`config.mk`:
```
export PLATFORM = sky130hd
export DESIGN_NAME = segre_mem_arbiter_flat
export DESIGN_NICKNAME = d
export VERILOG_FILES = /design/src/rtl/segre_mem_arbiter_if.sv /design/src/rtl/segre_mem_arbiter.sv /design/src/flat_wrapper.sv
export SDC_FILE = /design/constraint.sdc
export NUM_CORES = 1
export LEC_CHECK = 0
export CAP_MARGIN = 5
export CORE_AREA = 2 2 293 295
export CTS_CLUSTER_DIAMETER = 80
export CTS_CLUSTER_SIZE = 20
export DETAILED_ROUTE_END_ITERATION = 10
export DIE_AREA = 0 0 295 297
export PLACE_DENSITY = 0.49
export REMOVE_ABC_BUFFERS = 1
export SLEW_MARGIN = 20
export SYNTH_ARGS = -nofsm -noshare
export SYNTH_HDL_FRONTEND = slang
export SYNTH_SLANG_ARGS = --single-unit
```
`constraint.sdc`:
```
create_clock -name clk_i -period 4.1 [get_ports clk_i]
set_input_delay 0.615 -clock clk_i [delete_from_list [all_inputs] [get_ports clk_i]]
set_output_delay 0.615 -clock clk_i [all_outputs]
set_load 0.005 [all_outputs]
```
`src/rtl/segre_mem_arbiter_if.sv`:
```
// Main-memory line bus between segre_mem_arbiter (master) and the memory controller (slave).
interface segre_mem_arbiter_if #(
  parameter int ADDR_SIZE  = 32,
  parameter int LINE_BYTES = 16
);
  logic                    mem_req_o;
  logic                    mem_we_o;
  logic [ADDR_SIZE-1:0]    mem_addr_o;
  logic [LINE_BYTES*8-1:0] mem_wdata_o;
  logic [LINE_BYTES*8-1:0] mem_rdata_i;
  logic                    mem_ack_i;

  modport master (
    output mem_req_o, mem_we_o, mem_addr_o, mem_wdata_o,
    input  mem_rdata_i, mem_ack_i
  );

  modport slave (
    input  mem_req_o, mem_we_o, mem_addr_o, mem_wdata_o,
    output mem_rdata_i, mem_ack_i
  );
endinterface

```
`src/rtl/segre_mem_arbiter.sv`:
```
// Single-port memory arbiter for I$ line fills and D$ fills/writebacks, one line in flight.
// Optional macro SEGRE_ARB_ROUND_ROBIN_EN: alternate grants on contention instead of data-first.
module segre_mem_arbiter #(
  parameter int ADDR_SIZE      = 32,
  parameter int LINE_BYTES     = 16,
  parameter int TIMEOUT_CYCLES = 255
) (
  input  logic                    clk_i,
  input  logic                    rsn_i,
  input  logic                    ifetch_rd_i,
  input  logic [ADDR_SIZE-1:0]    ifetch_addr_i,
  output logic [LINE_BYTES*8-1:0] ifetch_line_o,
  output logic                    ifetch_ready_o,
  input  logic                    dmem_rd_i,
  input  logic                    dmem_wr_i,
  input  logic [ADDR_SIZE-1:0]    dmem_addr_i,
  input  logic [LINE_BYTES*8-1:0] dmem_line_i,
  output logic [LINE_BYTES*8-1:0] dmem_line_o,
  output logic                    dmem_ready_o,
  segre_mem_arbiter_if.master     mem_if,
  output logic                    mem_timeout_o
);

  localparam int LINE_W = LINE_BYTES * 8;
  localparam int CNT_W  = $clog2(TIMEOUT_CYCLES + 1);
  localparam logic [CNT_W-1:0]     CNT_MAX  = CNT_W'(TIMEOUT_CYCLES);
  localparam logic [ADDR_SIZE-1:0] OFF_MASK = ADDR_SIZE'(LINE_BYTES - 1);

  typedef enum logic [1:0] {
    IDLE  = 2'd0,
    ISSUE = 2'd1,
    RESP  = 2'd2
  } state_e;

  state_e                state_q, state_d;
  logic                  owner_q, owner_d;   // 1: data side owns the transaction
  logic                  req_q, req_d;
  logic                  we_q, we_d;
  logic [ADDR_SIZE-1:0]  addr_q, addr_d;
  logic [LINE_W-1:0]     wdata_q, wdata_d;
  logic [LINE_W-1:0]     iline_q, iline_d;
  logic [LINE_W-1:0]     dline_q, dline_d;
  logic                  irdy_q, irdy_d;
  logic                  drdy_q, drdy_d;
  logic [CNT_W-1:0]      cnt_q, cnt_d;
  logic                  tout_q, tout_d;
  logic                  data_req;
  logic                  grant_data;

  function automatic logic [ADDR_SIZE-1:0] line_align(input logic [ADDR_SIZE-1:0] a);
    return a & ~OFF_MASK;
  endfunction

  assign data_req = dmem_rd_i | dmem_wr_i;

`ifdef SEGRE_ARB_ROUND_ROBIN_EN
  logic last_q, last_d;   // 1: data side was granted last
  assign grant_data = data_req & (~ifetch_rd_i | ~last_q);
`else
  assign grant_data = data_req;
`endif

  always_comb begin
    state_d = state_q;
    owner_d = owner_q;
    req_d   = req_q;
    we_d    = we_q;
    addr_d  = addr_q;
    wdata_d = wdata_q;
    iline_d = iline_q;
    dline_d = dline_q;
    irdy_d  = 1'b0;
    drdy_d  = 1'b0;
    cnt_d   = cnt_q;
`ifdef SEGRE_ARB_ROUND_ROBIN_EN
    last_d  = last_q;
`endif
    case (state_q)
      IDLE: begin
        if (data_req || ifetch_rd_i) begin
          state_d = ISSUE;
          req_d   = 1'b1;
          owner_d = grant_data;
          cnt_d   = '0;
`ifdef SEGRE_ARB_ROUND_ROBIN_EN
          last_d  = grant_data;
`endif
          if (grant_data) begin
            // a pending writeback goes before the fill of the same requester
            we_d    = dmem_wr_i;
            addr_d  = line_align(dmem_addr_i);
            wdata_d = dmem_wr_i ? dmem_line_i : '0;
          end else begin
            we_d    = 1'b0;
            addr_d  = line_align(ifetch_addr_i);
            wdata_d = '0;
          end
        end
      end
      ISSUE: begin
        if (mem_if.mem_ack_i) begin
          state_d = RESP;
          req_d   = 1'b0;
          if (owner_q) drdy_d = 1'b1;
          else         irdy_d = 1'b1;
          if (!we_q) begin
            if (owner_q) dline_d = mem_if.mem_rdata_i;
            else         iline_d = mem_if.mem_rdata_i;
          end
        end else if (cnt_q != CNT_MAX) begin
          cnt_d = cnt_q + CNT_W'(1);
        end
      end
      RESP:    state_d = IDLE;
      default: state_d = IDLE;
    endcase
    tout_d = tout_q | (cnt_d == CNT_MAX);
  end

  always_ff @(posedge clk_i or negedge rsn_i) begin
    if (!rsn_i) begin
      state_q <= IDLE;
      owner_q <= 1'b0;
      req_q   <= 1'b0;
      we_q    <= 1'b0;
      addr_q  <= '0;
      wdata_q <= '0;
      iline_q <= '0;
      dline_q <= '0;
      irdy_q  <= 1'b0;
      drdy_q  <= 1'b0;
      cnt_q   <= '0;
      tout_q  <= 1'b0;
`ifdef SEGRE_ARB_ROUND_ROBIN_EN
      last_q  <= 1'b0;
`endif
    end else begin
      state_q <= state_d;
      owner_q <= owner_d;
      req_q   <= req_d;
      we_q    <= we_d;
      addr_q  <= addr_d;
      wdata_q <= wdata_d;
      iline_q <= iline_d;
      dline_q <= dline_d;
      irdy_q  <= irdy_d;
      drdy_q  <= drdy_d;
      cnt_q   <= cnt_d;
      tout_q  <= tout_d;
`ifdef SEGRE_ARB_ROUND_ROBIN_EN
      last_q  <= last_d;
`endif
    end
  end

  assign mem_if.mem_req_o   = req_q;
  assign mem_if.mem_we_o    = we_q;
  assign mem_if.mem_addr_o  = addr_q;
  assign mem_if.mem_wdata_o = wdata_q;
  assign ifetch_line_o      = iline_q;
  assign ifetch_ready_o     = irdy_q;
  assign dmem_line_o        = dline_q;
  assign dmem_ready_o       = drdy_q;
  assign mem_timeout_o      = tout_q;

endmodule

```
`src/flat_wrapper.sv`:
```
// flat-port wrapper written by rule: the top's interface ports become plain ports
module segre_mem_arbiter_flat 
#(
  parameter int ADDR_SIZE      = 32,
  parameter int LINE_BYTES     = 16,
  parameter int TIMEOUT_CYCLES = 255
)
  (clk_i, rsn_i, ifetch_rd_i, ifetch_addr_i, ifetch_line_o, ifetch_ready_o, dmem_rd_i, dmem_wr_i, dmem_addr_i, dmem_line_i, dmem_line_o, dmem_ready_o, mem_timeout_o, mem_if_mem_req_o, mem_if_mem_we_o, mem_if_mem_addr_o, mem_if_mem_wdata_o, mem_if_mem_rdata_i, mem_if_mem_ack_i);
  segre_mem_arbiter_if #(.ADDR_SIZE(ADDR_SIZE), .LINE_BYTES(LINE_BYTES)) mem_if_i ();
  input  logic clk_i;
  input  logic rsn_i;
  input  logic ifetch_rd_i;
  input  logic [ADDR_SIZE-1:0] ifetch_addr_i;
  output logic [LINE_BYTES*8-1:0] ifetch_line_o;
  output logic ifetch_ready_o;
  input  logic dmem_rd_i;
  input  logic dmem_wr_i;
  input  logic [ADDR_SIZE-1:0] dmem_addr_i;
  input  logic [LINE_BYTES*8-1:0] dmem_line_i;
  output logic [LINE_BYTES*8-1:0] dmem_line_o;
  output logic dmem_ready_o;
  output logic mem_timeout_o;
  output wire logic [$bits(mem_if_i.mem_req_o)-1:0] mem_if_mem_req_o;
  output wire logic [$bits(mem_if_i.mem_we_o)-1:0] mem_if_mem_we_o;
  output wire logic [$bits(mem_if_i.mem_addr_o)-1:0] mem_if_mem_addr_o;
  output wire logic [$bits(mem_if_i.mem_wdata_o)-1:0] mem_if_mem_wdata_o;
  input wire logic [$bits(mem_if_i.mem_rdata_i)-1:0] mem_if_mem_rdata_i;
  input wire logic [$bits(mem_if_i.mem_ack_i)-1:0] mem_if_mem_ack_i;
  assign mem_if_mem_req_o = mem_if_i.mem_req_o;
  assign mem_if_mem_we_o = mem_if_i.mem_we_o;
  assign mem_if_mem_addr_o = mem_if_i.mem_addr_o;
  assign mem_if_mem_wdata_o = mem_if_i.mem_wdata_o;
  assign mem_if_i.mem_rdata_i = mem_if_mem_rdata_i;
  assign mem_if_i.mem_ack_i = mem_if_mem_ack_i;
  segre_mem_arbiter #(.ADDR_SIZE(ADDR_SIZE), .LINE_BYTES(LINE_BYTES), .TIMEOUT_CYCLES(TIMEOUT_CYCLES)) u_core (.clk_i(clk_i), .rsn_i(rsn_i), .ifetch_rd_i(ifetch_rd_i), .ifetch_addr_i(ifetch_addr_i), .ifetch_line_o(ifetch_line_o), .ifetch_ready_o(ifetch_ready_o), .dmem_rd_i(dmem_rd_i), .dmem_wr_i(dmem_wr_i), .dmem_addr_i(dmem_addr_i), .dmem_line_i(dmem_line_i), .dmem_line_o(dmem_line_o), .dmem_ready_o(dmem_ready_o), .mem_if(mem_if_i), .mem_timeout_o(mem_timeout_o));
endmodule
```
Word level (Yosys, flattened, before mapping)
Cells that the tools add are included.

Bits in registers: 432. Bits in latches: 0. Memory bits (writable): 0. Memory bits (read-only): 0. Input port bits: 326. Output and inout port bits: 421. Word-level logic and storage cells: 50. Memories kept: 0.

Add/sub/neg operators: 1. $mul: 0. Div/mod/pow operators: 0. $lt $le $gt $ge: 0. Equality and inequality tests: 5. Shift-type cells: 0. Multiplexer cells: 20. Bitwise logic cells: 4. Reduce and logical (&&, ||, !) cells: 8.

Operators by type and width (count): 128-bit two-way mux (2); 32-bit two-way mux (1); 8-bit two-way mux (3); 8-bit one-hot mux with 2 select lines (1); 1-bit two-way mux (9); 8-bit by 1-bit adder with 8-bit output (second input constant) (1); 8-bit == test (second input constant) (1); 8-bit inequality test (second input constant) (1); 4-bit AND reduction (2); 2-bit two-way mux (2); 2-bit one-hot mux with 2 select lines (1); 2-bit AND reduction (2); 3-bit AND reduction (1); 2-bit by 1-bit == test with 1-bit output (second input constant) (1); 2-bit logical NOT (1); 2-bit by 1-bit inequality test with 1-bit output (second input constant) (1); 2-bit inequality test (second input constant) (1); 1-bit NOT (2); 1-bit bitwise OR (2); 1-bit one-hot mux with 2 select lines (1); 2-bit nonzero test (1); 1-bit logical OR (1).

Longest topological paths before layout
Depth after elaboration: 6. Depth in mapped cells: 8. Mapped depth without buffers: 6.

Worst setup path after synthesis
OpenSTA, ideal clock, no wires.

Path kind: input to register. Start point: in dmem_wr_i. End point: reg u_core.tout_q, in the netlist u_core.mem_timeout_o. Setup time: 0.066 ns. Arrival: 1.738 ns. Data required time: 4.034 ns. Setup slack: 2.296 ns. Stages on the path: 6. Buffers on the path: 1. Path through: buf_6 -> nor4_2 -> nor4b_1 -> a311oi_2 -> and4b_1 -> a41o_1.

Word-level cells in the longest chain between the ends: 6.

Ends and longest elaborated chain: from (decl) (RTL line flat_wrapper.sv:17) `input logic dmem_wr_i;`; 1-bit bitwise OR (RTL line segre_mem_arbiter.sv:54) `assign data_req = dmem_rd_i | dmem_wr_i;`; 1-bit logical OR (RTL line segre_mem_arbiter.sv:80) `if (data_req || ifetch_rd_i) begin`; 8-bit two-way mux (RTL line segre_mem_arbiter.sv:80); 8-bit one-hot mux with 2 select lines (RTL line segre_mem_arbiter.sv:78) `case (state_q)`; via u_core.cnt_d[2] (RTL line segre_mem_arbiter.sv:45) `logic [CNT_W-1:0] cnt_q, cnt_d;`; 8-bit == test (RTL line segre_mem_arbiter.sv:117) `tout_d = tout_q | (cnt_d == CNT_MAX);`; 1-bit bitwise OR (RTL line segre_mem_arbiter.sv:117); via u_core.tout_d (RTL line segre_mem_arbiter.sv:46) `logic tout_q, tout_d;`; to (signal assigned) (RTL line segre_mem_arbiter.sv:149) `tout_q <= tout_d;`; to (decl) (RTL line segre_mem_arbiter.sv:46).

The timed path passes the listed nets, and every way through them passes these cells. A chain may end at the register's enable or synchronous reset.

Worst setup path after layout
Start point: reg u_core.state_q[1]. End point: reg u_core.dline_q[6], in the netlist u_core.dmem_line_o[6].

Word-level cells in the longest chain between the ends: 2.

Ends and longest elaborated chain: from (decl) (RTL line segre_mem_arbiter.sv:35) `state_e state_q, state_d;`; from (signal assigned) (RTL line segre_mem_arbiter.sv:138) `state_q <= state_d;`; 2-bit by 1-bit == test with 1-bit output (RTL line segre_mem_arbiter.sv:78); 4-bit AND reduction (no line); to (signal assigned) (RTL line segre_mem_arbiter.sv:145) `dline_q <= dline_d;`; to (decl) (RTL line segre_mem_arbiter.sv:42) `logic [LINE_W-1:0] dline_q, dline_d;`.

No other way between the ends.

==> results.tsv <==
stage	metric	value	unit
worst_setup_path	cp_cell_sequence	nor2b_2 > and3_4 > nor2b_4 > buf_4 > mux2_2	
outcome	status	complete, no violations	
global_routing	antenna_found_initial	13	
detailed_routing	drcViolationCount	0	
worst_hold_path	hold_path_class	reg -> reg	
synthesis	synth_edf_count	0	
synthesis	synth.area.top_cells	dfrtp_1, mux2_2, nand2_1, nand3_1, mux2i_1	
placement	dpl.hpwl	44.22	mm
worst_setup_path	cp_max_fo	17	
global_routing	grt_pass1_wl	87.42	mm
power	vdd.ir_drop.worst	292.3	uV
placement	portBuffers	734	
clock_network	root_buffer	clkbuf_16	
synthesis	synth_top_area_share	0.6336	
detailed_routing	detail_route.iter0.violations	390	
global_routing	grt_pass1_vias	13570	
synthesis	yosys_warnings	0	
timing	skew	0.02373	ns
final_layout	fillers	8568	
final_layout	layout-drive-gt1-share	0.1712	
clock_network	cts_made_buffers	31	
synthesis	async_flop_share	1.000	
timing	slew_headroom	0.4066	
power	leakagePower	11.28	nW
synthesis	synthTopCellsByCount	dfrtp_1, nand2_1, mux2_2	
detailed_routing	avgViaCountPerCell	3.969	
placement	gp_congestion	0.7922	
worst_setup_path	crit_slowest_cell	nor2b_4	
timing	period_needed	2.557	ns
detailed_routing	vias	12650	
timing	fin_setup_tns	0	ns
placement	place_worst_setup_slack	0.9575	ns
placement	dp_cells	3129	
timing	rsz0062_at_grt	no	
global_routing	grtUsageTotal	0.1289	
global_routing	grt_max_degree	91	
detailed_routing	detail-route-antenna-nets	0	
synthesis	synthesis.area	16900	um^2
timing	post-route-period-util	0.6237	
worst_setup_path	cp_data_required_time	4.58	ns
die	die-area	87620	um^2
synthesis	synth_seq_area_share	0.6336	
worst_setup_path	crit_path_end_kind	register	
detailed_routing	drt-total-wl	58.36	mm
timing	finalMaxSlewViolations	0	
detailed_routing	avgRoutedWirePerCell	18.32	um
die	fp.coreArea	84480	um^2
placement	post_dp_cell_area	25410	um^2
timing	fmax	391.0	MHz
synthesis	syn_area_per_cell	12.97	um^2
timing	hold_viol_final	0	
synthesis	ys.flop_type	dfrtp_1	
synthesis	yosysUniqueCellTypes	43	
die	die_y	297	um
job	cap_violations	0	
final_layout	stdcell_count	3186	
synthesis	syn_inst	1303	
detailed_routing	drt-pass1-iter-count	4	
clock_network	clockBufferDepth	3	
synthesis	synth-seq-cells	428	
clock_network	cts.clk_slew.worst_paths	0.08	ns
worst_setup_path	path_class	reg -> reg	
global_routing	grt-ovfl-total	0	
worst_setup_path	start_kind	register	
clock_network	htree_num_levels	1	
worst_setup_path	slowest_delay	0.63	ns
final_layout	design_area	26450	um^2
die	die_x	295	um
power	p_per_area	728.4	nW/um^2
clock_network	cts_setup_buffers	0	
timing	tightest_slew	0.8879	ns
clock_network	cts.sinks	428	
final_layout	final_core_util	0.3130	
die	ios	747	
final_layout	area_growth	56.45	%
timing	setup_viol	0	
clock_network	clk_latency	0.60	ns
timing	fin_ws	1.543	ns
die	start_util	0.2001	
final_layout	fin_nets	2346	
die	rows	107	
synthesis	synth_most_common_cell	dfrtp_1	
synthesis	yosysTopAreaCell	dfrtp_1	
clock_network	cts_tree	done	
worst_setup_path	arrival	3.04	ns
## final timing paths
path                                                           startpoint                                         to  slack, ns  depth (start not counted)
worst max-delay path                        u_core.state_q[1]$_DFFE_PN0P_          u_core.dmem_line_o[6]$_DFFE_PN0P_       1.54                          5
worst min-delay path            u_core.mem_if.mem_wdata_o[68]$_DFFE_PN0P_  u_core.mem_if.mem_wdata_o[68]$_DFFE_PN0P_       0.47                          2
worst max register to register              u_core.state_q[1]$_DFFE_PN0P_          u_core.dmem_line_o[6]$_DFFE_PN0P_       1.54                          5
worst min register to register  u_core.mem_if.mem_wdata_o[68]$_DFFE_PN0P_  u_core.mem_if.mem_wdata_o[68]$_DFFE_PN0P_       0.47                          2
max in group asynchronous                                           rsn_i  u_core.mem_if.mem_wdata_o[18]$_DFFE_PN0P_       2.53                          3
min in group asynchronous                                           rsn_i  u_core.mem_if.mem_wdata_o[83]$_DFFE_PN0P_       0.61                          2
## placed cells by master (no fill, tap or decap), drive strengths merged, types with 2 or more instances in the layout
master,n
diode,3
nor2b,2
buf,33
o211ai,2
mux2,257
clkbuf,37
nand2,296
clkinv,5
clkdlybuf4s50,732
nand2b,2
nor2,4
o21ai,35
or2,2
and2,2
nand4,2
nand3,131
inv,9
mux2i,32
conb,4
nor3,2
a21oi,2
clkinvlp,2
dfrtp,428
bufinv,2
and4b,2
## registers in the layout, indices dropped and copies added, names as in the netlist
signal / count
u_core.cnt_q: 8
u_core.ifetch_line_o: 128
u_core.mem_if.mem_addr_o: 28
u_core.owner_q: 1
u_core.mem_if.mem_req_o: 1
u_core.dmem_ready_o: 1
u_core.mem_timeout_o: 1
u_core.mem_if.mem_we_o: 1
u_core.dmem_line_o: 128
u_core.ifetch_ready_o: 1
u_core.mem_if.mem_wdata_o: 128
u_core.state_q: 2
## timing repair
action | CTS | global route
hold buffers | 1 | 0
resized for setup | 0 | 0
hold endpoints to repair | 5 | 0
## report_power, final
part	switching, W	total (W)	internal, W
Combinational	0.00321	0.00858	0.00536
Sequential	0.00114	0.00744	0.00630
Clock	0.00166	0.00325	0.00159
## critical path: cells and delay by family (launching register included)
kind	cells	cell delay [ns]
mux	1	0.37
flops	1	0.47
buf+inv	1	0.40
simple gates	3	1.15
## per-stage QoR
| stage | hold WS (ns) | power [W] |
|---|---|---|
| 6_report | 0.4674 | 0.01926 |
| 5_1_grt | 0.4679 | 0.02059 |
| 4_1_cts | 0.4412 | 0.01963 |
| 3_5_place_dp | 0.4545 | 0.01626 |
| 3_3_place_gp | 0.4508 | 0.01614 |
| 2_1_floorplan | 0.3194 | 0.01027 |
## cell families after synthesis
kind of cell | share of synthesized area
compound gates | 0.01503
fa+ha+maj | 0.0007401
buf+inv | 0.04189
flops | 0.6336
mux | 0.1924
other cells | 0.0002218
simple gates | 0.1161
## layout make-up
type | count | area (um^2) | share of cell area
Sequential cell | 428 | 10710 | 0.4050
Timing Repair Buffer | 766 | 7755 | 0.2932
Multi-Input combinational cell | 790 | 5518 | 0.2086
Tap cell | 1144 | 1431 | 0.05413
Clock buffer | 37 | 808.3 | 0.03056
Clock inverter | 16 | 207.7 | 0.007854
Inverter | 2 | 7.507 | 0.0002839
Antenna cell | 3 | 7.507 | 0.0002839
## layer usage
| metal | up-vias | part of all wire | global-route usage |
|---|---|---|---|
| li1 | 5839 | - | - |
| met1 | 6231 | 0.39 | 0.1505 |
| met2 | 517 | 0.49 | 0.2269 |
| met3 | 56 | 0.10 | 0.04722 |
| met4 | 2 | 0.015 | 0.02174 |
| met5 | - | 0.00022 | 0 |
No activity file was read; power rests on OpenSTA's default activity.
